==> src/rtl/multicycle_ctrl_if.sv <==
// multicycle_ctrl_if: decode inputs and datapath control outputs between the controller and the integer datapath.
interface multicycle_ctrl_if #(
  parameter int PCMUX_N     = 2,
  parameter int IFURESCTL_N = 2,
  parameter int CNT_W       = 32
);
  logic [6:0]                       opcode;
  logic [2:0]                       func3;
  logic [1:0]                       func7b50;
  logic                             exdone;
  logic [$clog2(PCMUX_N)-1:0]       pcmuxctl;
  logic                             pcnextctl;
  logic                             instrre;
  logic                             regre;
  logic                             regwe;
  logic [3:0]                       aluctl;
  logic                             mulstart;
  logic [1:0]                       mulctl;
  logic [$clog2(IFURESCTL_N)-1:0]   ifuresctl;
  logic                             trap;
  logic                             trapcause;
  logic [CNT_W-1:0]                 instret;
  modport master (
    input  opcode, func3, func7b50, exdone,
    output pcmuxctl, pcnextctl, instrre, regre, regwe, aluctl, mulstart, mulctl, ifuresctl, trap, trapcause, instret
  );
  modport slave (
    output opcode, func3, func7b50, exdone,
    input  pcmuxctl, pcnextctl, instrre, regre, regwe, aluctl, mulstart, mulctl, ifuresctl, trap, trapcause, instret
  );
endinterface

==> src/rtl/multicycle_ctrl.sv <==
// multicycle_ctrl: FETCH/DECODE/EX/WB sequencer for RV32I R-type and RV32M MUL*, with a sticky trap on
// illegal encodings or a multiplier that never reports done.
module multicycle_ctrl #(
  parameter int PCMUX_N     = 2,
  parameter int IFURESCTL_N = 2,
  parameter int EX_TIMEOUT  = 64,
  parameter int CNT_W       = 32
) (
  input logic clk,
  input logic rst_n,
  multicycle_ctrl_if.master bus
);
  localparam int IW = $clog2(IFURESCTL_N);
  localparam int TW = $clog2(EX_TIMEOUT);
  typedef enum logic [2:0] {S_IDLE, S_FETCH, S_DECODE, S_EX_START, S_EX_WAIT, S_WB, S_TRAP} state_t;
  state_t r_state, w_next;
  logic [3:0] r_aluctl, w_aluctl;
  logic [1:0] r_mulctl;
  logic [IW-1:0] r_ifures;
  logic [TW-1:0] r_cnt;
  logic [CNT_W-1:0] r_instret;
  logic r_trapcause;
  logic w_mop, w_legal, w_timeout;
  assign w_mop = bus.func7b50 == 2'b01;
  assign w_legal = bus.opcode == 7'b0110011 &&
                   (bus.func7b50 == 2'b00 ||
                    (bus.func7b50 == 2'b10 && (bus.func3 == 3'd0 || bus.func3 == 3'd5)) ||
                    (w_mop && !bus.func3[2]));
  assign w_timeout = r_cnt == TW'(EX_TIMEOUT - 1);
  always_comb begin
    w_aluctl = 4'd0;
    case (bus.func3)
      3'd0: w_aluctl = bus.func7b50[1] ? 4'd1 : 4'd0;
      3'd1: w_aluctl = 4'd2;
      3'd2: w_aluctl = 4'd3;
      3'd3: w_aluctl = 4'd4;
      3'd4: w_aluctl = 4'd5;
      3'd5: w_aluctl = bus.func7b50[1] ? 4'd7 : 4'd6;
      3'd6: w_aluctl = 4'd8;
      default: w_aluctl = 4'd9;
    endcase
  end
  always_comb begin
    w_next = r_state;
    case (r_state)
      S_IDLE:     w_next = S_FETCH;
      S_FETCH:    w_next = S_DECODE;
      S_DECODE:   w_next = w_legal ? S_EX_START : S_TRAP;
      S_EX_START: w_next = |r_ifures ? S_EX_WAIT : S_WB;
      S_EX_WAIT:  w_next = bus.exdone ? S_WB : w_timeout ? S_TRAP : S_EX_WAIT;
      S_WB:       w_next = S_FETCH;
      S_TRAP:     w_next = S_TRAP;
      default:    w_next = S_IDLE;
    endcase
  end
  always_ff @(posedge clk or negedge rst_n)
    if (!rst_n) r_state <= S_IDLE;
    else r_state <= w_next;
  always_ff @(posedge clk or negedge rst_n) begin
    if (!rst_n) begin
      r_aluctl    <= '0;
      r_mulctl    <= '0;
      r_ifures    <= '0;
      r_cnt       <= '0;
      r_instret   <= '0;
      r_trapcause <= 1'b0;
    end else begin
      if (r_state == S_DECODE) begin
        r_aluctl <= w_aluctl;
        r_mulctl <= bus.func3[1:0];
        r_ifures <= IW'(w_mop);
      end
      r_cnt <= r_state == S_EX_WAIT ? r_cnt + 1'b1 : '0;
      if (r_state == S_WB) r_instret <= r_instret + 1'b1;
      if (w_next == S_TRAP && r_state != S_TRAP) r_trapcause <= r_state == S_EX_WAIT;
    end
  end
  assign bus.pcmuxctl  = '0;
  assign bus.pcnextctl = r_state == S_WB;
  assign bus.instrre   = r_state == S_FETCH;
  assign bus.regre     = r_state == S_DECODE;
  assign bus.regwe     = r_state == S_WB;
  assign bus.aluctl    = r_aluctl;
  assign bus.mulstart  = r_state == S_EX_START && |r_ifures;
  assign bus.mulctl    = r_mulctl;
  assign bus.ifuresctl = r_ifures;
  assign bus.trap      = r_state == S_TRAP;
  assign bus.trapcause = r_trapcause;
  assign bus.instret   = r_instret;
endmodule
==> src/flat_wrapper.sv <==
// flat-port wrapper written by rule: the top's interface ports become plain ports
module multicycle_ctrl_flat 
#(
  parameter int PCMUX_N     = 2,
  parameter int IFURESCTL_N = 2,
  parameter int EX_TIMEOUT  = 64,
  parameter int CNT_W       = 32
)
  (clk, rst_n, bus_opcode, bus_func3, bus_func7b50, bus_exdone, bus_pcmuxctl, bus_pcnextctl, bus_instrre, bus_regre, bus_regwe, bus_aluctl, bus_mulstart, bus_mulctl, bus_ifuresctl, bus_trap, bus_trapcause, bus_instret);
  multicycle_ctrl_if #(.PCMUX_N(PCMUX_N), .IFURESCTL_N(IFURESCTL_N), .CNT_W(CNT_W)) bus_i ();
  input logic clk;
  input logic rst_n;
  input wire logic [$bits(bus_i.opcode)-1:0] bus_opcode;
  input wire logic [$bits(bus_i.func3)-1:0] bus_func3;
  input wire logic [$bits(bus_i.func7b50)-1:0] bus_func7b50;
  input wire logic [$bits(bus_i.exdone)-1:0] bus_exdone;
  output wire logic [$bits(bus_i.pcmuxctl)-1:0] bus_pcmuxctl;
  output wire logic [$bits(bus_i.pcnextctl)-1:0] bus_pcnextctl;
  output wire logic [$bits(bus_i.instrre)-1:0] bus_instrre;
  output wire logic [$bits(bus_i.regre)-1:0] bus_regre;
  output wire logic [$bits(bus_i.regwe)-1:0] bus_regwe;
  output wire logic [$bits(bus_i.aluctl)-1:0] bus_aluctl;
  output wire logic [$bits(bus_i.mulstart)-1:0] bus_mulstart;
  output wire logic [$bits(bus_i.mulctl)-1:0] bus_mulctl;
  output wire logic [$bits(bus_i.ifuresctl)-1:0] bus_ifuresctl;
  output wire logic [$bits(bus_i.trap)-1:0] bus_trap;
  output wire logic [$bits(bus_i.trapcause)-1:0] bus_trapcause;
  output wire logic [$bits(bus_i.instret)-1:0] bus_instret;
  assign bus_i.opcode = bus_opcode;
  assign bus_i.func3 = bus_func3;
  assign bus_i.func7b50 = bus_func7b50;
  assign bus_i.exdone = bus_exdone;
  assign bus_pcmuxctl = bus_i.pcmuxctl;
  assign bus_pcnextctl = bus_i.pcnextctl;
  assign bus_instrre = bus_i.instrre;
  assign bus_regre = bus_i.regre;
  assign bus_regwe = bus_i.regwe;
  assign bus_aluctl = bus_i.aluctl;
  assign bus_mulstart = bus_i.mulstart;
  assign bus_mulctl = bus_i.mulctl;
  assign bus_ifuresctl = bus_i.ifuresctl;
  assign bus_trap = bus_i.trap;
  assign bus_trapcause = bus_i.trapcause;
  assign bus_instret = bus_i.instret;
  multicycle_ctrl #(.PCMUX_N(PCMUX_N), .IFURESCTL_N(IFURESCTL_N), .EX_TIMEOUT(EX_TIMEOUT), .CNT_W(CNT_W)) u_core (.clk(clk), .rst_n(rst_n), .bus(bus_i));
endmodule
==> config.mk <==
export PLATFORM = sky130hd
export DESIGN_NAME = multicycle_ctrl_flat
export DESIGN_NICKNAME = d
export VERILOG_FILES = /design/src/rtl/multicycle_ctrl_if.sv /design/src/rtl/multicycle_ctrl.sv /design/src/flat_wrapper.sv
export SDC_FILE = /design/constraint.sdc
export NUM_CORES = 1
export LEC_CHECK = 0
export CORE_UTILIZATION = 35
export CTS_CLUSTER_DIAMETER = 150
export DETAILED_ROUTE_END_ITERATION = 10
export RECOVER_POWER = 50
export SYNTH_ARGS = -nofsm -noshare
export SYNTH_HDL_FRONTEND = slang
export SYNTH_SLANG_ARGS = --single-unit
==> constraint.sdc <==
create_clock -name clk -period 1.5 [get_ports clk]
set_input_delay 0.225 -clock clk [delete_from_list [all_inputs] [get_ports clk]]
set_output_delay 0.225 -clock clk [all_outputs]
set_load 0.005 [all_outputs]
# == Word level (Yosys, flattened, before mapping) ==
# Index checks and enable logic that the tools add are counted.
# word_totals
register_bits,49
in_bits,15
output_inout_bits,47
word_cells,49
# classes
add_sub_neg,2
n_eq_ne,18
n_mux,9
n_reduce_logical,13
# op_table
op,count
32-bit by 1-bit adder with 32-bit output (second input constant),1
4-bit one-hot mux with 7 select lines,1
3-bit == test (second input constant),7
3-bit one-hot mux with 6 select lines,1
3-bit by 2-bit == test with 1-bit output (second input constant),4
7-bit by 6-bit == test with 1-bit output (second input constant),1
6-bit by 1-bit adder with 6-bit output (second input constant),1
3-bit by 1-bit == test with 1-bit output (second input constant),2
6-bit == test (second input constant),1
3-bit logical NOT,2
3-bit two-way mux,2
6-bit two-way mux,1
1-bit logical AND,5
1-bit logical OR,3
1-bit two-way mux,3
3-bit inequality test (second input constant),1
2-bit by 1-bit == test with 1-bit output (second input constant),1
2-bit == test (second input constant),1
2-bit logical NOT,1
2-bit two-way mux,1
2-bit OR reduction,1
1-bit logical NOT,1

# == Logic depth before layout (Yosys ltp) ==
# Gate-level depths: netlist of run 1.
# depth
depth_word,10
depth_mapped,7
ltp_nobuf,5

# == Worst setup path before layout of run 1 ==
# Ideal clock, no wire load.
# synth_timing
kind,register to register
startpoint,register u_core.r_state[1]
endpoint,"register u_core.r_instret[28], in the netlist u_core.bus.instret[28]"
setup_ns,0.124
arrival_time_ns,1.343
required_time_ns,1.376
setup_slack_ns,0.033
stages_incl_launch_ff,7
n_path_buf,2
synth_period_minus_slack_ns,1.467
cell_sequence,dfrtp_1 buf_6 and4b_1 and4_2 buf_4 nand4b_1 xnor2_1
# synth_between
elab_chain_cells,1
# synth_rtl
element,line_no,text
from (decl),multicycle_ctrl.sv:16,"state_t r_state, w_next;"
from (signal assigned),multicycle_ctrl.sv:58,else r_state <= w_next;
3-bit == test,multicycle_ctrl.sv:74,if (r_state == S_WB) r_instret <= r_instret + 1'b1;
to (signal assigned),multicycle_ctrl.sv:74,
to (decl),multicycle_ctrl.sv:21,logic [CNT_W-1:0] r_instret;
# No other way between the ends.
# A chain may end at the register's enable or synchronous reset.

# == Final worst setup path of run 1 ==
# layout_timing
startpoint,register u_core.r_state[0]
endpoint,output bus_instrre
# layout_between
elab_chain_cells,1
# layout_rtl
element,line_no,text
3-bit by 1-bit == test with 1-bit output,multicycle_ctrl.sv:80,assign bus.instrre = r_state == S_FETCH;
to (decl),flat_wrapper.sv:19,output wire logic [$bits(bus_i.instrre)-1:0] bus_instrre;
# No other way between the ends.

==> results.md, run 1 <==
* Status: finished, violations left
* Failing checks: negative setup slack
* Clock buffer count from CTS at 5
* Area occupied by multi-input gates at 1240 um^2
* Routability cong. at 0.800
* Cells after DPL at 412
* CTS tree: yes
* Area after DPL at 3360 um^2
* Layout Utilization at 56.4%
* Global-route wire length before repair at 9.67 mm
* I/O Pins at 62
* Die X at 86.0 um
* Largest delay share family, worst path: flip-flops
* Crit path capture type: output port
* Ys Warns at 0
* Area share of xor/xnor cells in the synthesized design at 13.1%
* R2R cell count at 7
* Die H at 86.0 um
* WL met3 at 339 um
* Crit start category: flip-flop
* Worst R2R Setup Slack at -70 ps
* Worst R2R Start: u_core.r_state[0]
* Worst path required time at 1270 ps
* 1st-iter DRT viols at 41
* Critical path class: reg2out
* Die ar. at 7400 um^2
* Count of final setup violators at 15
* Asr flop ratio synth at 100%
* Worst Hold Class: in2async
* Syn Area/Cell at 10.3 um^2
* Drt drc at 0
* Hold Vio Cnt, Final at 0
* CP max stage delay at 410 ps
* PortBufs at 60
* Top post-synthesis cells by area: dfrtp_1 (50%), xnor2_1 (9.6%), nand2_1 (4.1%), xor2_1 (3.5%), nand4_1 (3.3%)
* Largest net degree at the start of global routing at 28
* Max Transition Viols Final at 0
* Root Buffer: clkbuf_8
* Cell row count at 30
* GR Util All Layers at 16.4%
* First drt pass iteration count at 6
* Worst rel slew slack at 55.2%
* Clock skew at 8.62 ps
* Routed vias at 2183
* Largest family of logic cells by synthesized area: simple AND/OR/NAND/NOR gates
* Post-synth EDFFs at 0
* Pleak at 1.84 nW
* CTS Sinks at 49
* R2R Path End: u_core.bus.instret[25]
* Post-synthesis cell area at 2470 um^2
* Starting density of the core at 36.4%
* Htree depth at 2
* Nets at 376
* Final HPWL DP at 3.95 mm
* Synth Area in Adders at 1.01%
* Drt total wl at 5.99 mm
* Compound-Gate Fraction of Synth Area at 4.15%
* Ant. Diodes at 0
* Critical Path, Cell by Cell: buf_4 -> or2b_1 -> nor2_2 -> buf_2
* Vias in the first global route at 2119
* Worst EP arrival at 1360 ps
* Antenna violations before repair at 0
* Fmax at 0.629 GHz
* Metal2 WL at 2.88 mm
* Worst Tran Pin Value at 671 ps
* Area Overhead vs Synth at 55.0%
* Max-cap violations at 0
* Dominant cell type by area after synthesis: dfrtp_1
* Sequential area share after synthesis at 49.6%
* Worst skew pair latency at 300 ps
* Vias per cell at 4.79
* Crit path buffers/inverters at 2
* Core ar. at 6790 um^2
* Post-synth cell types at 44
* CP max FO at 3
* Layout cells sized above 1 at 31.4%
* Design Area, Final at 3830 um^2
* Layout Cells excl Fill at 456
* Routed wire per std cell at 13.1 um
* Synth Net Count at 256
* Yosys reg bits at 49
* Grt ovf at 0
* Crit share post-route at 106%
* Seq. cell area at 1230 um^2
* Synth Flop Type: dfrtp_1
* Min Tclk post-route at 1590 ps
* CP max stage cell: dfrtp_1
* Filler cells at 605
* Top Layer Used: met4
* Met1 WL at 2.72 mm
* Portion of netlist area occupied by mux cells at 0.911%
* Pre-CTS WS at -343 ps
* Clock-pin slew reported for the worst setup and hold paths after clock tree synthesis at 100 ps
* Pwr Density at 665 nW/um^2
* Final antenna-violating net count at 0
* Mapped Cells at 239
* VDD IR-drop max at 442 uV
* RSZ-0062 raised after global routing: true
* Simple-gate share of the synthesized area at 26.5%
* Setup slack after layout at -88.7 ps
* Synth top area share at 49.6%
* CTS max path bufs at 2
==> sequential cells by signal, summed over array words and instances, names as in the netlist <==
name and flops:
u_core.bus.instret 32, u_core.r_cnt 6, u_core.bus.aluctl 4, u_core.r_state 3
u_core.bus.mulctl 2, u_core.bus.ifuresctl 1, u_core.bus.trapcause 1
==> repair_timing <==
action                                 4_1_cts  5_1_grt
pin swaps                                   14       22
resized for setup                           48       30
endpoints found under the hold margin       24        0
buffers inserted                            14       19
gates cloned                                 1        1
setup endpoints to repair                   37       51
hold buffers                                 1        0
==> logic make-up after synthesis <==
kind of cell / Yosys count
AND/OR/NAND/NOR: 112
flip-flops: 49
other: 1
multiplexers: 2
XOR/XNOR: 37
buffers and inverters: 20
AO/OA/AOI/OAI: 16
adder cells (fa/ha/maj): 2
==> cells in the mapped netlist, drive strengths merged (3+ instances only) <==
cell,n
dfrtp,49
nand2,27
xnor2,27
nand3,16
nand4,15
nor2,15
xor2,10
buf,8
o21ai,8
and3,7
clkbuf,7
and4,6
inv,5
nor3,5
and2,3
nor4,3
==> through the flow <==
step / hold WS (ps) / setup TNS [ps] / power [mW]
after floorplan: -70.6 / 0 / 1.38
after global placement: 283 / -1730 / 1.46
after detailed placement: 285 / -2010 / 1.46
final: 480 / -548 / 2.55
after CTS: 483 / -378 / 2.58
after global routing: 504 / -2440 / 2.65
==> layout make-up <==
type	instances	share of cell area [%]
Clock buffer	5	1.80
Multi-Input combinational cell	171	32.3
Clock inverter	3	1.70
Inverter	5	0.490
Tap cell	96	3.13
Timing Repair Buffer	127	28.4
Sequential cell	49	32.2
==> routing by layer <==
metal | vias to the layer above | track usage (%)
li1 | 1072 | -
met1 | 1050 | 20.6
met2 | 55 | 28.1
met3 | 6 | 4.52
met4 | 0 | 3.64
met5 | - | 0
==> cell usage in the layout, fill, tap and decap left out, types with 4 or more instances in the layout <==
master           Yosys  routed
clkdlybuf4s25_1      0       6
xnor2_1             27      27
clkdlybuf4s50_1      0      37
dlygate4sd2_1        0       7
xor2_1              10      10
clkbuf_1             7       5
and3_1               7       7
and4_1               5       4
inv_1                5       4
nor2_1              15      12
buf_2                1       4
dfrtp_1             49      44
nand2_1             27      26
buf_4                4      53
o21ai_0              8       6
nand4_1             13      13
nand3_1             16      13
buf_6                3       7
clkbuf_8             0       5
dfrtp_2              0       5
==> where the power goes <==
group	switching [mW]	internal (mW)	leakage, nW
sequential	0.0000804	1.32	0.629
clock	0.452	0.663	0.0681
combinational	0.0550	0.0576	1.14
total	0.507	2.04	1.84
==> worst max path at each step <==
| stage | end | from | cells after the start | slack, ps |
|---|---|---|---|---|
| after floorplan | u_core.bus.instret[28] | u_core.r_state[1] | 6 | 30 |
| after detailed placement | u_core.bus.trapcause | bus_opcode[6] | 5 | -340 |
| after global placement | u_core.bus.trapcause | bus_opcode[6] | 5 | -290 |
| final | bus_instrre | u_core.r_state[0] | 4 | -90 |
| after global routing | bus_instrre | u_core.r_state[0] | 4 | -160 |
| after CTS | bus_instrre | u_core.r_state[0] | 4 | -70 |
==> worst reg2reg max path: cells and delay by family, from the launching register on <==
kind / cells / cell delay [ps]
XOR/XNOR: 1 / 150
flip-flops: 1 / 410
buffers and inverters: 3 / 350
AND/OR/NAND/NOR: 3 / 560
Note: power is estimated with default switching activity, not from simulation.
==> run 2: changes to the inputs <==
Settings changed: ABC_CLOCK_PERIOD_IN_PS from default to 1500, CAP_MARGIN from default to 20, CORE_MARGIN from default to 2.
==> run 2 against run 1 <==
  * The run still ends with negative setup slack left
  * Hold slack lost 83 ps
  * Register-to-register slack lost 30 ps
  * Fmax shrank 0.53%
  * Largest cell class unchanged
==> results.md, run 2 (synthesis results as in run 1) <==
* GR Util All Layers at 16.7% (+0.30 points)
* Hold Vio Cnt, Final at 0 (unchanged)
* Die H at 88.0 um (+2.3%)
* Sw power at 521 uW (+2.7%)
* Crit share post-route at 106% (+0.57 points)
* Clock skew at 5.64 ps (-2.98 ps)
* CTS tree: yes
* VDD IR-drop max at 369 uV (-16%)
* Max-cap violations at 0 (unchanged)
* Clock power frac at 35.8% (-8.0 points)
* Internal power at 1.71 mW (-16%)
* Pwr Density at 590 nW/um^2 (-11%)
* First drt pass iteration count at 4 (-2)
* Final HPWL DP at 4.07 mm (+3.0%)
* Reg power frac at 59.3% (+7.5 points)
* Max Transition Viols Final at 0 (unchanged)
* Antenna violations before repair at 0 (unchanged)
* Pleak at 1.82 nW (-1.3%)
* Grt ovf at 0 (unchanged)
* Area Overhead vs Synth at 52.6%
* Count of final setup violators at 16 (+1)
* Drt drc at 0 (unchanged)
* Net Sw Frac at 23.4% (+3.5 points)
* Worst Hold Class: in2async
* Gate power share at 4.9% (+0.5 points)
* Vias per cell at 4.85 (+1.3%)
* Routed wire per std cell at 14.1 um (+7.1%)
* Seq. cell area at 1230 um^2 (unchanged)
* Layout cells sized above 1 at 31.7% (+0.34 points)
* PortBufs at 60 (unchanged)
* Min Tclk post-route at 1600 ps (+8.49 ps)
* Most Crowded Layer GR: met2
* Cells after DPL at 414 (+0.49%)
* Worst EP arrival at 1370 ps (about the same)
* Core ar. at 6830 um^2 (+0.55%)
* Crit path capture type: output port
* Drt total wl at 6.32 mm (+5.4%)
* Largest net degree at the start of global routing at 20 (-29%)
* Global-route wire length before repair at 10.2 mm (+5.1%)
* Final antenna-violating net count at 0 (unchanged)
* Area occupied by multi-input gates at 1270 um^2 (+2.9%)
* Area after DPL at 3360 um^2 (about the same)
* Routed vias at 2178 (-0.23%)
* Routability cong. at 0.745 (-6.8%)
* Clock buffer count from CTS at 5 (unchanged)
* Root Buffer: clkbuf_8
* Nets at 369 (-1.9%)
* RSZ-0062 raised after global routing: true
* Htree depth at 2 (unchanged)
* Pwr Total at 2.23 mW (-13%)
* Fmax at 0.626 GHz (-0.53%)
* Max reg flops at 32 (unchanged)
* CP max FO at 3 (unchanged)
* Failing checks: negative setup slack
* Setup slack after layout at -97.2 ps (-8.49 ps)
* Grt met3 use at 4.24% (-0.28 points)
* Met2 Use GR at 29.2% (+1.1 points)
* Layout Cells excl Fill at 449 (-1.5%)
* Worst skew pair latency at 300 ps (about the same)
* Met1 Track Usage GR at 20.8% (+0.19 points)
* Critical path class: reg2out
* Design Area, Final at 3770 um^2 (-1.5%)
* Cell row count at 30 (unchanged)
* Die ar. at 7750 um^2 (+4.7%)
* Clock-pin slew reported for the worst setup and hold paths after clock tree synthesis at 100 ps (about the same)
* Setup TNS at -550 ps (-1.87 ps)
* CTS max path bufs at 2 (unchanged)
* Filler cells at 648 (+7.1%)
* Vias in the first global route at 2149 (+1.4%)
* Crit start category: flip-flop
* I/O Pins at 62 (unchanged)
* CTS Sinks at 49 (unchanged)
* Most frequent cells in the layout: buf_4 (48), dfrtp_1 (44), clkdlybuf4s50_1 (36)
* Pre-CTS WS at -310 ps (+33.0 ps)
* Worst path required time at 1270 ps (about the same)
* Status: finished, violations left
* Starting density of the core at 36.2% (-0.20 points)
* Die X at 88.0 um (+2.3%)
* Ant. Diodes at 0 (unchanged)
* Most common cell after layout, fill and taps aside: buf_4
* 1st-iter DRT viols at 72 (+76%)
run 2: cell types whose count changed in the layout (fill, tap and decap cells not counted), sizes merged:
cell           delta
clkdlybuf4s50     -1
dlymetal6s2s      -1
clkinvlp          +2
bufinv            -2
dlygate4sd2       +6
clkinv            -1
buf               -5
clkdlybuf4s25     -4
clkbuf            -1
run 2: power by group through the flow:
stage               Combinational [mW]  Sequential [mW]  Clock, mW
CTS                              0.118             1.32      0.813
global route                     0.125             1.32      0.855
floorplan                       0.0304             1.35          0
finish                           0.110             1.32      0.797
detailed placement               0.116             1.35          0
global placement                 0.115             1.35          0
run 2: metal layers:
metal / vias to the layer above / wire (um)
li1: 1055 / -
met1: 1060 / 2690
met2: 54 / 3180
met3: 9 / 337
met4: 0 / 102
met5: - / 0
run 2: worst max-delay path, stage by stage, from the launching register on:
cell      delay [ps]
dfrtp_1          410
buf_6            130
and2b_2          210
buf_6            120
nand2b_4          60
inv_2             40
buf_6            110
run 2: through the flow:
step / util, % / hold slack [ps]
after floorplan: - / -70.6
after global placement: 49.2 / 199
after detailed placement: 49.2 / 201
after CTS: 53.2 / 408
after global routing: 55.2 / 446
final: 55.2 / 396
run 2: timing repair:
| item | CTS | global route |
|---|---|---|
| gates cloned | 2 | 0 |
| gates resized for setup | 55 | 35 |
| endpoints found under the setup margin | 41 | 50 |
| hold endpoints to repair | 17 | 0 |
| pin swaps | 8 | 22 |
| hold buffers | 1 | 0 |
| setup buffers | 18 | 11 |
run 2: area by class of cell:
type | count | area share [%]
Sequential cell | 49 | 32.7
Inverter | 5 | 0.497
Clock buffer | 6 | 1.92
Clock inverter | 2 | 0.398
Timing Repair Buffer | 120 | 27.6
Tap cell | 96 | 3.18
Multi-Input combinational cell | 171 | 33.8
run 2: final timing paths:
kind / startpoint / endpoint / slack, ps / cells past startpoint
setup / recovery: u_core.r_state[1] / bus_regre / -100 / 6
hold / removal: rst_n / u_core.bus.instret[11] / 400 / 2
setup reg to reg: u_core.r_state[1] / u_core.bus.instret[21] / -100 / 5
hold reg to reg: u_core.bus.instret[31] / u_core.bus.instret[31] / 480 / 1
max in group asynchronous: rst_n / u_core.r_state[0] / 320 / 3
min in group clk: u_core.bus.instret[31] / u_core.bus.instret[31] / 480 / 1
==> run 3: changes to the inputs <==
Settings changed: GPL_TIMING_DRIVEN from default to 0.
==> run 3 against run 2 <==
  * The run still ends with negative setup slack left
  * Wire length is 5.8% lower
  * Via count decreased by 3.6%
  * Fmax down 0.22%
  * Design area decreased by 3.5%
  * Highest routed layer unchanged
  * Sequential cell count is the same
  * Count of clock-buffer cells in the layout stayed put
  * Critical path type unchanged
  * Worst setup slack worse by 3.5 ps
  * Combinational power decreased by 11%
==> results.md, run 3 (synthesis results as in run 1) <==
* Status: finished, violations left
* Failing checks: negative setup slack
* 1st-iter DRT viols at 52 (-28%)
* Max reg flops at 32 (unchanged)
* Most common cell after layout, fill and taps aside: clkdlybuf4s50_1
* CP max stage delay at 410 ps (about the same)
* CP max stage cell: dfrtp_1
* Drt total wl at 5.95 mm (-5.8%)
* Pwr Density at 596 nW/um^2 (+1.1%)
* Worst EP arrival at 1380 ps (about the same)
* Die ar. at 7750 um^2 (unchanged)
* Worst skew pair latency at 300 ps (about the same)
* Hold Vio Cnt, Final at 0 (unchanged)
* Die H at 88.0 um (unchanged)
* PortBufs at 57 (-5.0%)
* Critical path class: reg2out
* Global-route wire length before repair at 9.52 mm (-6.2%)
* Max Transition Viols Final at 0 (unchanged)
* Most frequent cells in the layout: clkdlybuf4s50_1 (45), dfrtp_1 (41), buf_4 (34)
* Clock-pin slew reported for the worst setup and hold paths after clock tree synthesis at 90 ps (about the same)
* Worst Tran Pin Value at 540 ps
* Final HPWL DP at 3.68 mm (-9.7%)
* Grt ovf at 0 (unchanged)
* I/O Pins at 62 (unchanged)
* Area Overhead vs Synth at 47.2%
* Vias in the first global route at 2034 (-5.4%)
* CTS Sinks at 49 (unchanged)
* Largest delay share family, worst path: flip-flops
* First drt pass iteration count at 4 (unchanged)
* Core ar. at 6830 um^2 (unchanged)
* Hold_ws at 264 ps (-132 ps)
* Crit start category: flip-flop
* Ant. Diodes at 0 (unchanged)
* Cell row count at 30 (unchanged)
* Die X at 88.0 um (unchanged)
* Design Area, Final at 3640 um^2 (-3.5%)
* Layout cells sized above 1 at 29.1% (-2.6 points)
* Worst path required time at 1270 ps (about the same)
* Crit path capture type: output port
* Routed vias at 2100 (-3.6%)
* Crit path buffers/inverters at 2 (-2)
* Worst rel slew slack at 64.0%
* Routed wire per std cell at 13.6 um (-3.0%)
* Clock skew at 13.3 ps (+7.68 ps)
* Critical Path, Cell by Cell: clkbuf_8 -> or2b_1 -> nor2_2 -> buf_2
* Antenna violations before repair at 0 (unchanged)
* Vias per cell at 4.82 (-0.71%)
* Starting density of the core at 36.2% (unchanged)
* CP max FO at 4 (+1)
* Pwr Total at 2.17 mW (-2.5%)
* Final antenna-violating net count at 0 (unchanged)
* Count of final setup violators at 12 (-4)
* Clock buffer count from CTS at 5 (unchanged)
* Nets at 357 (-3.3%)
* RSZ-0062 raised after global routing: true
* VDD IR-drop max at 343 uV (-7.0%)
* Htree depth at 2 (unchanged)
* GR Util All Layers at 15.5% (-1.2 points)
* Routability cong. at 0.734 (-1.5%)
* Max-cap violations at 0 (unchanged)
* Crit share post-route at 107% (+0.23 points)
* Cells after DPL at 393 (-5.1%)
* Min Tclk post-route at 1600 ps (+3.51 ps)
* Largest net degree at the start of global routing at 29 (+45%)
* CTS max path bufs at 2 (unchanged)
* CTS tree: yes
* Pleak at 1.72 nW (-5.5%)
* Drt drc at 0 (unchanged)
* Fmax at 0.625 GHz (-0.22%)
* Setup slack after layout at -101 ps (-3.51 ps)
* Root Buffer: clkbuf_8
* Worst Hold Class: in2reg
* Area after DPL at 3180 um^2 (-5.4%)
* Layout Cells excl Fill at 436 (-2.9%)
-- run 3: cell types whose count changed in the layout (fill, tap and decap cells not counted), moves of 3 or more --
| cell | previous run | this run |
|---|---|---|
| buf_2 | 2 | 7 |
| dlymetal6s2s_1 | 2 | 5 |
| dlygate4sd2_1 | 13 | 0 |
| clkdlybuf4s50_1 | 36 | 45 |
| dfrtp_1 | 44 | 41 |
| dfrtp_2 | 5 | 8 |
| buf_4 | 48 | 34 |
| clkbuf_2 | 5 | 2 |
-- run 3: worst min-delay path: stages --
cell,delay [ps]
clkbuf_1,170
nand2_1,100
nand2_1,40
-- run 3: per-layer routing --
layer / track usage [%] / share of wire, %
met3: 3.68 / 5.0
met2: 26.2 / 49
met5: 0 / 0
met4: 4.55 / 1.0
met1: 19.9 / 45
-- run 3: path summary, 6_finish.rpt --
check                                          to              startpoint  cells after the start  slack [ps]
setup reg to reg           u_core.bus.instret[28]       u_core.r_state[1]                      6         -60
setup / recovery                      bus_instrre       u_core.r_state[2]                      4        -100
hold reg to reg            u_core.bus.instret[31]  u_core.bus.instret[31]                      1         480
hold / removal               u_core.bus.mulctl[0]            bus_func3[0]                      3         260
min in group asynchronous  u_core.bus.instret[21]                   rst_n                      2         420
max in group asynchronous  u_core.bus.instret[23]                   rst_n                      3         210
-- run 3: layout make-up --
| type | instances | area (um^2) |
|---|---|---|
| Tap cell | 96 | 120 |
| Inverter | 5 | 18.8 |
| Fill cell | 637 | 3190 |
| Multi-Input combinational cell | 170 | 1210 |
| Clock inverter | 1 | 8.76 |
| Timing Repair Buffer | 98 | 881 |
| Clock buffer | 6 | 72.6 |
| Sequential cell | 49 | 1240 |
| Buffer | 11 | 87.6 |
-- run 3: what timing repair did --
action	in CTS	in global routing
hold endpoints to repair	21	0
endpoints found under the setup margin	41	53
resized for setup	56	19
cloned	3	0
hold buffers	1	0
setup buffers	19	17
pin swaps	19	12
-- run 3: where the power goes --
group	internal (mW)	leakage (nW)	total, mW	switching (mW)
logic	0.0445	1.05	0.0975	0.0530
registers	1.32	0.624	1.32	0.0000768
clock network	0.324	0.0412	0.754	0.430
-- run 3: per-stage QoR --
stage | setup WS (ps) | setup TNS [ps] | util, %
2_1_floorplan | 32.9 | 0 | -
3_3_place_gp | -1290 | -66010 | 46.3
3_5_place_dp | -420 | -3190 | 46.5
4_1_cts | -101 | -893 | 51.2
5_1_grt | -187 | -2160 | 53.3
6_report | -101 | -487 | 53.3
